`config.mk`:
```
export PLATFORM = sky130hd
export DESIGN_NAME = serial_frame_tx
export DESIGN_NICKNAME = d
export VERILOG_FILES = /design/src/rtl/serial_frame_tx.sv
export SDC_FILE = /design/constraint.sdc
export NUM_CORES = 1
export LEC_CHECK = 0
export CAP_MARGIN = 5
export CORE_MARGIN = 3
export CORE_UTILIZATION = 30
export DETAILED_ROUTE_END_ITERATION = 6
export DONT_BUFFER_PORTS = 1
export GPL_TIMING_DRIVEN = 1
export PLACE_DENSITY = 0.5
export SKIP_LAST_GASP = 1
export SYNTH_ARGS = -nofsm -noshare
export SYNTH_HDL_FRONTEND = slang
export SYNTH_SLANG_ARGS = --single-unit
```
`constraint.sdc`:
```
create_clock -name clk -period 3.62 [get_ports clk]
set_clock_uncertainty 0.15 [all_clocks]
set_input_delay 0.724 -clock clk [delete_from_list [all_inputs] [get_ports clk]]
set_output_delay 0.724 -clock clk [all_outputs]
set_load 0.03 [all_outputs]
```
`src/rtl/serial_frame_tx.sv`:
```
// Serial frame transmitter: start bit, DATA_W data bits LSB first, optional even
// parity bit, one stop bit. Each bit is held for BAUD_DIV clock cycles.
module serial_frame_tx #(
  parameter int DATA_W    = 8,
  parameter int BAUD_DIV  = 4,
  parameter int PARITY_EN = 0
) (
  input  logic              clk,
  input  logic              reset,
  input  logic              tx_valid,
  input  logic [DATA_W-1:0] tx_data,
  output logic              tx_ready,
  output logic              tx_out,
  output logic              busy
);

  localparam int BW = (BAUD_DIV > 1) ? $clog2(BAUD_DIV) : 1;
  localparam int CW = (DATA_W > 1) ? $clog2(DATA_W) : 1;

  typedef enum logic [2:0] {
    S_IDLE,
    S_START,
    S_DATA,
    S_PARITY,
    S_STOP
  } state_t;

  state_t              state_q, state_d;
  logic [BW-1:0]       baud_q, baud_d;
  logic [CW-1:0]       bit_q, bit_d;
  logic [DATA_W-1:0]   shift_q, shift_d;
  logic                par_q, par_d;
  logic                tx_out_q, tx_out_d;
  logic                tx_ready_q, tx_ready_d;
  logic                busy_q, busy_d;
  logic                baud_wrap;

  assign baud_wrap = (baud_q == BW'(BAUD_DIV - 1));

  always_comb begin
    state_d = state_q;
    baud_d  = baud_q;
    bit_d   = bit_q;
    shift_d = shift_q;
    par_d   = par_q;

    unique case (state_q)
      S_IDLE: begin
        if (tx_valid && tx_ready_q) begin
          state_d = S_START;
          shift_d = tx_data;
          // Parity is captured up front because the shift register is consumed by the data phase.
          par_d   = ^tx_data;
          baud_d  = '0;
          bit_d   = '0;
        end
      end
      S_START: begin
        if (baud_wrap) begin
          baud_d  = '0;
          state_d = S_DATA;
        end else begin
          baud_d = baud_q + BW'(1);
        end
      end
      S_DATA: begin
        if (baud_wrap) begin
          baud_d  = '0;
          shift_d = shift_q >> 1;
          if (bit_q == CW'(DATA_W - 1)) begin
            bit_d   = '0;
            state_d = (PARITY_EN != 0) ? S_PARITY : S_STOP;
          end else begin
            bit_d = bit_q + CW'(1);
          end
        end else begin
          baud_d = baud_q + BW'(1);
        end
      end
      S_PARITY: begin
        if (baud_wrap) begin
          baud_d  = '0;
          state_d = S_STOP;
        end else begin
          baud_d = baud_q + BW'(1);
        end
      end
      S_STOP: begin
        if (baud_wrap) begin
          baud_d  = '0;
          state_d = S_IDLE;
        end else begin
          baud_d = baud_q + BW'(1);
        end
      end
      default: begin
        state_d = S_IDLE;
        baud_d  = '0;
        bit_d   = '0;
      end
    endcase
  end

  // Outputs are decoded from the next state so they change on the same edge as the state.
  always_comb begin
    tx_out_d   = 1'b1;
    tx_ready_d = (state_d == S_IDLE);
    busy_d     = (state_d != S_IDLE);
    unique case (state_d)
      S_IDLE:   tx_out_d = 1'b1;
      S_START:  tx_out_d = 1'b0;
      S_DATA:   tx_out_d = shift_d[0];
      S_PARITY: tx_out_d = par_d;
      S_STOP:   tx_out_d = 1'b1;
      default:  tx_out_d = 1'b1;
    endcase
  end

  always_ff @(posedge clk or negedge reset) begin
    if (!reset) begin
      state_q    <= S_IDLE;
      baud_q     <= '0;
      bit_q      <= '0;
      shift_q    <= '0;
      par_q      <= 1'b0;
      tx_out_q   <= 1'b1;
      tx_ready_q <= 1'b1;
      busy_q     <= 1'b0;
    end else begin
      state_q    <= state_d;
      baud_q     <= baud_d;
      bit_q      <= bit_d;
      shift_q    <= shift_d;
      par_q      <= par_d;
      tx_out_q   <= tx_out_d;
      tx_ready_q <= tx_ready_d;
      busy_q     <= busy_d;
    end
  end

  assign tx_out   = tx_out_q;
  assign tx_ready = tx_ready_q;
  assign busy     = busy_q;

endmodule

```
# Yosys cells after proc, flatten, opt, wreduce, memory -nomap -nowiden
# Index checks and enable logic that the tools add are counted.
[op_classes] addsub=2 n_eq_ne=11 n_mux=20 n_bitwise=1 reduce_logical=10
[op_table] operator="$mux W3" count=9
[op_table] operator="$mux W8" count=2
[op_table] operator="$pmux W8 S2" count=1
[op_table] operator="$pmux W3 S5" count=1
[op_table] operator="$eq A3 B2 Y1 const B" count=4
[op_table] operator="$pmux W3 S3" count=1
[op_table] operator="$reduce_xor A8 Y1" count=1
[op_table] operator="$eq A3 B1 Y1 const B" count=2
[op_table] operator="$eq A3 B3 Y1 const B" count=2
[op_table] operator="$logic_not A3 Y1" count=2
[op_table] operator="$reduce_and A3 Y1" count=2
[op_table] operator="$mux W2" count=2
[op_table] operator="$ne A2 B2 Y1 const B" count=2
[op_table] operator="$pmux W2 S2" count=1
[op_table] operator="$reduce_or A4 Y1" count=1
[op_table] operator="$add A3 B1 Y3 const B" count=1
[op_table] operator="$pmux W1 S3" count=1
[op_table] operator="$reduce_bool A3 Y1" count=1
[op_table] operator="$reduce_or A3 Y1" count=1
[op_table] operator="$add A2 B1 Y2 const B" count=1
[op_table] operator="$eq A2 B2 Y1 const B" count=1
[op_table] operator="$mux W1" count=2
[op_table] operator="$reduce_bool A2 Y1" count=1
[op_table] operator="$logic_and A1 B1 Y1" count=1
[op_table] operator="$not A1 Y1" count=1
[totals] reg_bits=20 in_bits=11

# Logic depth before layout (Yosys ltp)
# Gate-level depths: netlist (run 1).
[logic_depth] depth_word=6 depth_mapped=6 mapped_depth_nobuf=6

# Worst setup path before layout (run 1)
# OpenSTA, ideal clock, no wires.
[synth_path] path_kind="input to register" from="in tx_valid" to="reg tx_out_q (netlist: tx_out)" setup_ns=0.095 arrival_time_ns=1.675 slack_ns=1.700 stages=4 path_buffers=0 path_cell_list="nand3b_1 a211o_1 a222oi_1 o211ai_1"
[synth_between] elab_chain_cells=5 word_cells_on_any_way=11 classes_between="3 x eq/ne; 7 x mux; 1 x reduce/logical"
[synth_rtl] item="from (decl)" line="10" source="input logic tx_valid,"
[synth_rtl] item="$logic_and A1 B1 Y1 (*)" line="49" source="if (tx_valid && tx_ready_q) begin"
[synth_rtl] item="$mux W3" line="49"
[synth_rtl] item="$pmux W3 S5" line="47" source="unique case (state_q)"
[synth_rtl] item="$eq A3 B2 Y1 or $eq A3 B1 Y1 (tied branches)" line="109" source="unique case (state_d)"
[synth_rtl] item="$pmux W1 S3 (*)" line="109"
[synth_rtl] item="net tx_out_d" line="33" source="logic tx_out_q, tx_out_d;"
[synth_rtl] item="to (signal assigned)" line="135" source="tx_out_q <= tx_out_d;"
[synth_rtl] item="to (decl)" line="33"
# The timed path passes the listed nets; every way through them passes the cells marked *. The select of a mux whose other input is x is not followed.
# A chain may end at the register's enable or synchronous reset.

# Final worst setup path (run 1)
[layout_path] from="reg tx_ready_q (netlist: tx_ready)" to="reg tx_out_q (netlist: tx_out)"
[layout_between] elab_chain_cells=5 word_cells_on_any_way=11 classes_between="3 x eq/ne; 7 x mux; 1 x reduce/logical"
[layout_rtl] item="from (decl)" line="34" source="logic tx_ready_q, tx_ready_d;"
[layout_rtl] item="from (signal assigned)" line="136" source="tx_ready_q <= tx_ready_d;"
[layout_rtl] item="$logic_and A1 B1 Y1 (*)" line="49"
[layout_rtl] item="$mux W3" line="49"
[layout_rtl] item="$pmux W3 S5" line="47"
[layout_rtl] item="$eq A3 B2 Y1 or $eq A3 B1 Y1 (tied branches)" line="109"
[layout_rtl] item="$pmux W1 S3 (*)" line="109"
[layout_rtl] item="net tx_out_d" line="33"
# Marked as above.

==> results of run 1 <==
power by group through the flow:
stage,logic [W],registers [W],clock network (W)
floorplan,0.000314,0.000409,0
global placement,0.000305,0.000444,0
detailed placement,0.000311,0.000445,0
CTS,0.000318,0.000441,0.000193
global route,0.000357,0.000456,0.000203
finish,0.000312,0.000439,0.000183
worst reg2reg max path, delay by kind of cell, from the launching register on:
family	cells	cell delay, ns
AOI/OAI and AO/OA	3	0.99
DFF	1	0.67
and+or+nand+nor	1	0.13
final cells by class:
type	count	area, µm²	share of cell area (%)
sequential	20	503	46.0
clock buffer	3	22.5	2.06
tap	44	55.1	5.03
multi-input combinational	57	447	40.8
clock inverter	1	30.0	2.75
inverter	7	26.3	2.40
timing repair buffer	1	10.0	0.915
routing by layer:
metal | global-route usage (%) | wire length [µm] | up-vias
met3 | 5.03 | 158 | 2
li1 | - | - | 333
met2 | 15.9 | 807 | 27
met4 | 2.37 | 20 | 0
met1 | 14.3 | 889 | 335
met5 | 0 | 0 | -
sequential cells by signal, indices dropped and copies added, names as in the netlist:
| signal | cells |
|---|---|
| shift_q | 8 |
| bit_q | 3 |
| state_q | 3 |
| baud_q | 2 |
| busy | 1 |
| par_q | 1 |
| tx_out | 1 |
| tx_ready | 1 |
placed cells by master (no fill, tap or decap), drive strengths merged, types with 2 or more instances in the layout:
master	instances
a222oi	7
nand2	3
nor2	5
dfstp	2
xnor2	7
inv	7
ha	3
dfrtp	18
nor3	3
a21oi	4
a22o	3
o21ai	2
clkbuf	3
nand3b	2
logic make-up after synthesis:
family                     count (synthesis)
muxes                                      1
xor gates and xnor gates                   7
DFF                                       20
adders and majority gates                  3
and+or+nand+nor                           21
buffers and inverters                     11
AOI/OAI and AO/OA                         25
path summary, 6_finish.rpt:
path	startpoint	end	slack, ns	depth (start not counted)
min in group clk	shift_q[3]$_DFFE_PN0P_	shift_q[2]$_DFFE_PN0P_	0.35	2
worst min-delay path	reset	tx_out$_DFF_PN1_	0.08	0
worst max-delay path	tx_ready$_DFF_PN1_	tx_out$_DFF_PN1_	1.62	4
worst min register to register	shift_q[3]$_DFFE_PN0P_	shift_q[2]$_DFFE_PN0P_	0.35	2
max in group asynchronous	reset	shift_q[4]$_DFFE_PN0P_	2.01	1
worst max register to register	tx_ready$_DFF_PN1_	tx_out$_DFF_PN1_	1.62	4
through the flow:
step | utilization, % | hold WS, ns | std cells
global placement | 32.7 | 0.279 | 128
global route | 34.7 | 0.0467 | 133
CTS | 34.7 | 0.0669 | 133
finish | 34.7 | 0.0848 | 133
detailed placement | 32.7 | 0.279 | 128
floorplan | - | 0.278 | 88
cells in the mapped netlist:
cell type,count
a211o_1,1
a21oi_1,4
a222oi_1,7
a22o_1,3
a22oi_1,1
a2bb2oi_1,1
and3b_1,1
buf_6,3
buf_8,1
dfrtp_1,18
dfstp_2,2
ha_1,3
inv_1,7
mux2_2,1
nand2_1,2
nand2_2,1
nand2b_1,1
nand3b_1,2
nand4_1,1
nor2_1,5
nor2b_1,1
nor3_1,1
nor3_2,1
nor3_4,1
nor4_1,1
o211ai_1,1
o21ai_0,2
o21bai_1,1
o22ai_1,1
o31a_1,1
o31ai_2,1
o32ai_1,1
or2_1,1
or3_1,1
or3b_2,1
xnor2_1,7
what timing repair did:
item,CTS,global route
hold buffers,1,0
hold endpoints to repair,18,0
setup buffers,0,0
==> flow_summary.json, run 1 <==
{
  "status": "finished clean",
  "synth_compound_area_share_pct": 19.8,
  "via_count": 697,
  "vias_per_cell": 5.24,
  "avgSynthCellArea_um2": 11.6,
  "start_kind": "flip-flop",
  "swShare_pct": 36.6,
  "ir_drop_uv": 346,
  "setup_viol": 0,
  "crit_fanout": 8,
  "synth_simple_gate_area_share_pct": 13.1,
  "hold_viol_final": 0,
  "hp-class": "input port to asynchronous set/reset pin",
  "cp_slowest_cell": "dfstp_2",
  "maxCapViolCount": 0,
  "drc": 0,
  "cts_tree": "done",
  "rows": 20,
  "cp_num_buf_inv": 0,
  "antenna_found_initial": 0,
  "numPortBuffers": 0,
  "cts.clk_slew.worst_paths_ns": 0.13,
  "drt-pass1-iter-count": 5,
  "timing.final.crit_share_pct": 55.3,
  "cp_top_family": "compound AO/OA/AOI/OAI gates",
  "grt_max_degree": 19,
  "syn-instance-count": 88,
  "clockBufferDepth": 2,
  "worstPathCellList": "nand3b_1 > a211o_1 > a222oi_1 > o211ai_1",
  "yosysWarningCount": 0,
  "timing.fmax_ghz": 0.499,
  "crit_arrival_ns": 2.09,
  "initial_core_util_pct": 32.5,
  "wl_per_cell_um": 14.1,
  "drt-initial-drc-count": 45,
  "post_cts_resized": 0,
  "worstMarginPinSlew_ns": 0.816,
  "layout.nets": 104,
  "dpl_worst_slack_ns": 1.57,
  "rsz0062_at_grt": "no",
  "placed_area_um2": 1030,
  "fill_cells": 324,
  "first_global_vias": 740,
  "p_leak_nw": 0.483,
  "p_seq_share_pct": 47.0,
  "synth_top_cell_by_area": "dfrtp_1",
  "fin_total_pwr_w": 0.000935,
  "synthMuxAreaShare_pct": 1.10,
  "area_growth_pct": 6.72,
  "synthXorXnorAreaFrac_pct": 5.98,
  "die_x_um": 64.4,
  "htreeDepth": 1,
  "slew_violations": 0,
  "diodes": 0,
  "clk_latency_ns": 0.31,
  "synth.area.top_cells": "dfrtp_1, a222oi_1, xnor2_1",
  "clkPwrFrac_pct": 19.6,
  "synth-seq-cells": 20,
  "dieArea_um2": 4150,
  "numCtsBuffers": 3,
  "power.density_nw_per_um2": 855,
  "setup_slack_ns": 1.62,
  "gr-usage-all-layers_pct": 10.7,
  "drive_gt1_share_pct": 13.5,
  "grt_overflow": 0,
  "max_stage_delay_ns": 0.67,
  "p_sw_w": 0.000342,
  "wirelength_um": 1880,
  "design.portCount": 14,
  "cts.sinks": 20,
  "required_ns": 3.71,
  "synth_cell_types": 36,
  "core_area_um2": 3150,
  "synth_fp_nets": 102,
  "criticalPathCategory": "flip-flop to flip-flop",
  "chipHeight_um": 64.4,
  "hpwl_um": 1370,
  "final_cell_area_um2": 1090,
  "synthAdderAreaFrac_pct": 3.66,
  "drt.antenna.violating_nets": 0,
  "grt_pass1_wl_um": 3510,
  "p_int_w": 0.000593,
  "yosysTopAreaCellShare_pct": 44.0,
  "critical_path.endpoint_type": "flip-flop",
  "gp_congestion": 0.732,
  "min_period_ns": 2.00,
  "yosysSeqAreaShare_pct": 49.1,
  "cts-root-buf": "clkbuf_4",
  "synth_top_family_by_area": "compound AO/OA/AOI/OAI gates",
  "combPwrFrac_pct": 33.4,
  "synthesis.area_um2": 1020,
  "slew_headroom_pct": 45.4,
  "fin_setup_tns_ns": 0
}
Power figures use the tool's default switching activity.
==> run 2: changes to the inputs <==
==> constraint.sdc (replaced) <==
create_clock -name clk -period 2.05 [get_ports clk]
set_clock_uncertainty 0.15 [all_clocks]
set_input_delay 0.41 -clock clk [delete_from_list [all_inputs] [get_ports clk]]
set_output_delay 0.41 -clock clk [all_outputs]
set_load 0.03 [all_outputs]
==> run 2 against run 1 <==
  * Clock power grew 23%
  * Sequential share of layout area fell by 0.73 points
  * Critical path depth is 1 higher
  * First-iteration DRC count is 13% higher
  * Critical path type unchanged
==> flow_summary.json, run 2 (same netlist as run 1, synthesis figures left out) <==
{
  "grt_overflow": 0,
  "timing.fmax_ghz": 0.518,
  "grt_pass1_wl_um": 3110,
  "max_stage_delay_ns": 0.42,
  "wirelength_um": 1880,
  "grt_max_degree": 21,
  "worstPathCellList": "ha_2 > nand2_2 > a211o_2 > a222oi_1 > o211ai_1",
  "cts_tree": "done",
  "utilization_pct": 35.2,
  "cts.sinks": 20,
  "dieArea_um2": 4150,
  "core_area_um2": 3150,
  "chipHeight_um": 64.4,
  "largestRegisters": "shift_q: 8 flops, bit_q: 3 flops, state_q: 3 flops",
  "crit_arrival_ns": 2.00,
  "slew_violations": 0,
  "area_growth_pct": 8.43,
  "hp-class": "input port to flip-flop",
  "vias_per_cell": 5.18,
  "critical_path.endpoint_type": "flip-flop",
  "timing.final.crit_share_pct": 94.1,
  "worstMarginPinSlew_ns": 0.904,
  "clockBufferDepth": 2,
  "top_register": "shift_q",
  "die_x_um": 64.4,
  "cts-root-buf": "clkbuf_4",
  "rsz0062_at_grt": "no",
  "crit_fanout": 8,
  "slew_headroom_pct": 39.6,
  "setup_slack_ns": 0.121,
  "ir_drop_uv": 539,
  "drive_gt1_share_pct": 19.4,
  "final_cells": 137,
  "drc": 0,
  "fin_total_pwr_w": 0.00159,
  "start_kind": "flip-flop",
  "dpl.cell_count": 132,
  "numPortBuffers": 0,
  "drt-initial-drc-count": 51,
  "hold_path_depth": 2,
  "largest_reg_flops": 8,
  "power.density_nw_per_um2": 1430,
  "hpwl_um": 1420,
  "gr-usage-all-layers_pct": 9.73,
  "diodes": 0,
  "criticalPathCategory": "flip-flop to flip-flop",
  "fill_cells": 338,
  "via_count": 710,
  "clk_latency_ns": 0.30,
  "numCtsBuffers": 3,
  "drt.antenna.violating_nets": 0,
  "layout_commonest_cell": "dfrtp_1",
  "wl_per_cell_um": 13.8,
  "dpl_worst_slack_ns": 0.0679,
  "maxCapViolCount": 0,
  "initial_core_util_pct": 32.5,
  "cts_setup_buffers": 0,
  "design.portCount": 14,
  "setup_viol": 0,
  "htreeDepth": 1,
  "layout.nets": 108,
  "cts.clk_slew.worst_paths_ns": 0.11,
  "first_global_vias": 689,
  "fin_setup_tns_ns": 0,
  "status": "finished clean",
  "min_period_ns": 1.93,
  "reg2regPathDepth": 5,
  "hold_viol_final": 0,
  "p_leak_nw": 0.496,
  "cp_slowest_cell": "dfrtp_1",
  "rows": 20,
  "gp_congestion": 0.719,
  "required_ns": 2.12,
  "drt-pass1-iter-count": 5,
  "antenna_found_initial": 0,
  "final_cell_mix": "dfrtp_1, a222oi_1, inv_1, xnor2_1, nor2_1"
}
## run 2: repair_timing
item,4_1_cts,5_1_grt
gates resized for setup,0,2
endpoints found under the hold margin,20,0
hold buffers,1,0
setup endpoints to repair,0,2
## run 2: path summary, 6_finish.rpt
check / start / endpoint / slack (ns)
max reg2reg: baud_q[0]$_DFFE_PN0P_ / tx_out$_DFF_PN1_ / 0.12
min: tx_data[6] / shift_q[6]$_DFFE_PN0P_ / 0.09
min in group asynchronous: reset / busy$_DFF_PN0_ / 0.52
max: baud_q[0]$_DFFE_PN0P_ / tx_out$_DFF_PN1_ / 0.12
max in group asynchronous: reset / shift_q[6]$_DFFE_PN0P_ / 0.67
min reg2reg: shift_q[3]$_DFFE_PN0P_ / shift_q[2]$_DFFE_PN0P_ / 0.35
## run 2: power by group
part           leakage [nW]  internal (W)  total (W)  switching, W
Clock                0.0210      0.000108   0.000226      0.000118
Combinational         0.225      0.000303   0.000623      0.000320
Sequential            0.249      0.000577   0.000744      0.000167
## run 2: area by class of cell
cell class | count | area, µm² | area share, %
Multi-Input combinational cell | 57 | 450 | 40.5
Sequential cell | 20 | 503 | 45.3
Inverter | 7 | 26.3 | 2.36
Clock buffer | 4 | 36.3 | 3.27
Tap cell | 44 | 55.1 | 4.95
Timing Repair Buffer | 5 | 40.0 | 3.60
## run 2: through the flow
stage	area, µm²	hold slack [ns]
detailed placement	1060	-0.0350
finish	1110	0.0872
global placement	1060	-0.0351
global route	1110	0.0697
floorplan	1020	-0.0356
CTS	1110	0.0730
## run 2: per-layer routing
metal	GRT usage (%)	up-vias	wire length, µm
li1	-	344	-
met1	12.0	339	864
met2	15.2	25	848
met3	4.33	2	151
met4	3.17	0	20
met5	0	-	0
## run 2: worst max-delay path: cells and delay by family, from the launching register on
kind            cells  cell delay, ns
compound gates      3            0.92
flops               1            0.42
fa+ha+maj           1            0.25
simple gates        1            0.11
==> run 3: changes to the inputs <==
--- a/config.mk
+++ b/config.mk
@@ -11,7 +11,7 @@
 export DETAILED_ROUTE_END_ITERATION = 6
 export DONT_BUFFER_PORTS = 1
 export GPL_TIMING_DRIVEN = 1
-export PLACE_DENSITY = 0.5
+export PLACE_DENSITY_LB_ADDON = 0.15
 export SKIP_LAST_GASP = 1
 export SYNTH_ARGS = -nofsm -noshare
 export SYNTH_HDL_FRONTEND = slang
==> run 3 against run 2 <==
  * Sequential cell count is the same
  * Cell area grew 2.0%
  * Maximum frequency grew 0.49%
  * Utilization grew 0.71 points
  * Sequential share of layout area shrank 0.90 points
  * Largest power group unchanged
  * Wire length grew 2.5%
  * Clock power grew 42%
  * Critical endpoint unchanged
  * Clock-buffer cell count shrank 1
  * Largest cell class unchanged
==> flow_summary.json, run 3 (same netlist as run 1, synthesis figures left out) <==
{
  "status": "finished clean",
  "max_stage_delay_ns": 0.42,
  "gr-usage-all-layers_pct": 10.6,
  "rsz0062_at_grt": "no",
  "htreeDepth": 1,
  "worstMarginPinSlew_ns": 0.905,
  "grt_overflow": 0,
  "rows": 20,
  "setup_viol": 0,
  "p_seq_share_pct": 43.0,
  "design.portCount": 14,
  "crit_arrival_ns": 2.00,
  "timing.fmax_ghz": 0.521,
  "wirelength_um": 1930,
  "vias_per_cell": 5.24,
  "timing.final.crit_share_pct": 93.6,
  "crit_fanout": 8,
  "swShare_pct": 36.0,
  "slew_violations": 0,
  "fin_setup_tns_ns": 0,
  "clockBufferDepth": 2,
  "cts.clk_slew.worst_paths_ns": 0.12,
  "cp_num_buf_inv": 0,
  "top_register": "shift_q",
  "hp-class": "input port to flip-flop",
  "drt-pass1-iter-count": 4,
  "die_x_um": 64.4,
  "fill_cells": 337,
  "clk_latency_ns": 0.30,
  "drc": 0,
  "slew_headroom_pct": 39.5,
  "drt-initial-drc-count": 62,
  "grt_pass1_wl_um": 3420,
  "initial_core_util_pct": 32.5,
  "hold_viol_final": 0,
  "drt.antenna.violating_nets": 0,
  "multi_input_area_um2": 449,
  "min_period_ns": 1.92,
  "cp_top_family": "compound AO/OA/AOI/OAI gates",
  "p_sw_w": 0.000611,
  "maxCapViolCount": 0,
  "required_ns": 2.13,
  "p_leak_nw": 0.507,
  "final_cell_mix": "dfrtp_1, a222oi_1, inv_1, xnor2_1",
  "largestRegisters": "shift_q: 8 flops, bit_q: 3 flops, state_q: 3 flops",
  "power.density_nw_per_um2": 1500,
  "critical_path.endpoint_type": "flip-flop",
  "worstPathCellList": "ha_2 > nand2_2 > a211o_1 > a222oi_1 > o211ai_1",
  "setup_slack_ns": 0.130,
  "drive_gt1_share_pct": 19.1,
  "cts-root-buf": "clkbuf_4",
  "gp_congestion": 0.832,
  "ir_drop_uv": 472,
  "dieArea_um2": 4150,
  "area_growth_pct": 10.6,
  "numPortBuffers": 0,
  "grt_max_degree": 21,
  "fin_total_pwr_w": 0.00170,
  "numCtsBuffers": 3,
  "holdWs_ns": 0.0914,
  "via_count": 723,
  "criticalPathCategory": "flip-flop to flip-flop",
  "first_global_vias": 725,
  "cts_tree": "done",
  "layout_commonest_cell": "dfrtp_1",
  "p_int_w": 0.00109,
  "chipHeight_um": 64.4,
  "hpwl_um": 1480,
  "dpl_worst_slack_ns": 0.0571,
  "cts.sinks": 20,
  "combPwrFrac_pct": 38.1,
  "largest_reg_flops": 8,
  "core_area_um2": 3150,
  "layout.nets": 109,
  "cp_slowest_cell": "a222oi_1",
  "diodes": 0,
  "antenna_found_initial": 0,
  "start_kind": "flip-flop",
  "final-seq-area_um2": 503,
  "clkPwrFrac_pct": 19.0,
  "cts_setup_buffers": 0,
  "wl_per_cell_um": 14.0
}
## run 3: cell types whose count changed in the layout (fill, tap and decap cells not counted), sizes merged
cell / change
buf: +1
bufinv: +1
clkbuf: -1
## run 3: power by group through the flow
stage	clock [W]	combinational, W	sequential (W)
3_3_place_gp	0	0.000635	0.000742
6_report	0.000322	0.000647	0.000729
3_5_place_dp	0	0.000641	0.000741
2_1_floorplan	0	0.000554	0.000723
5_1_grt	0.000355	0.000731	0.000756
4_1_cts	0.000339	0.000652	0.000732
## run 3: metrics by stage
stage / instances / utilization (%) / cell area, µm²
2_1_floorplan: 88 / - / 1020
5_1_grt: 138 / 36.0 / 1130
4_1_cts: 138 / 35.9 / 1130
3_5_place_dp: 133 / 33.9 / 1070
6_report: 138 / 36.0 / 1130
3_3_place_gp: 133 / 33.9 / 1070
## run 3: repair_timing
item,in CTS,in global routing
hold endpoints to repair,20,0
gates resized for setup,0,1
setup endpoints to repair,0,1
hold buffers,1,0
## run 3: path summary, 6_finish.rpt
check / start / endpoint / slack [ns] / depth (start not counted)
setup / recovery: baud_q[0]$_DFFE_PN0P_ / tx_out$_DFF_PN1_ / 0.13 / 5
hold / removal: tx_data[7] / shift_q[7]$_DFFE_PN0P_ / 0.09 / 1
setup reg to reg: baud_q[0]$_DFFE_PN0P_ / tx_out$_DFF_PN1_ / 0.13 / 5
hold reg to reg: shift_q[3]$_DFFE_PN0P_ / shift_q[2]$_DFFE_PN0P_ / 0.35 / 2
max in group asynchronous: reset / bit_q[2]$_DFFE_PN0P_ / 0.67 / 1
min in group asynchronous: reset / busy$_DFF_PN0_ / 0.52 / 1
## run 3: layout make-up
type                    count  share of cell area [%]
repair buffers              6                    4.19
well taps                  44                    4.86
clock buffers               3                    1.99
clock inverters             1                    2.65
flip-flops and latches     20                    44.4
inverters                   7                    2.32
multi-input cells          57                    39.6
## run 3: per-layer routing
layer	wire length, µm	GRT usage (%)	vias to the layer above
li1	-	-	347
met1	876	13.8	354
met2	915	16.4	20
met3	122	2.25	2
met4	17	5.54	0
met5	0	0	-
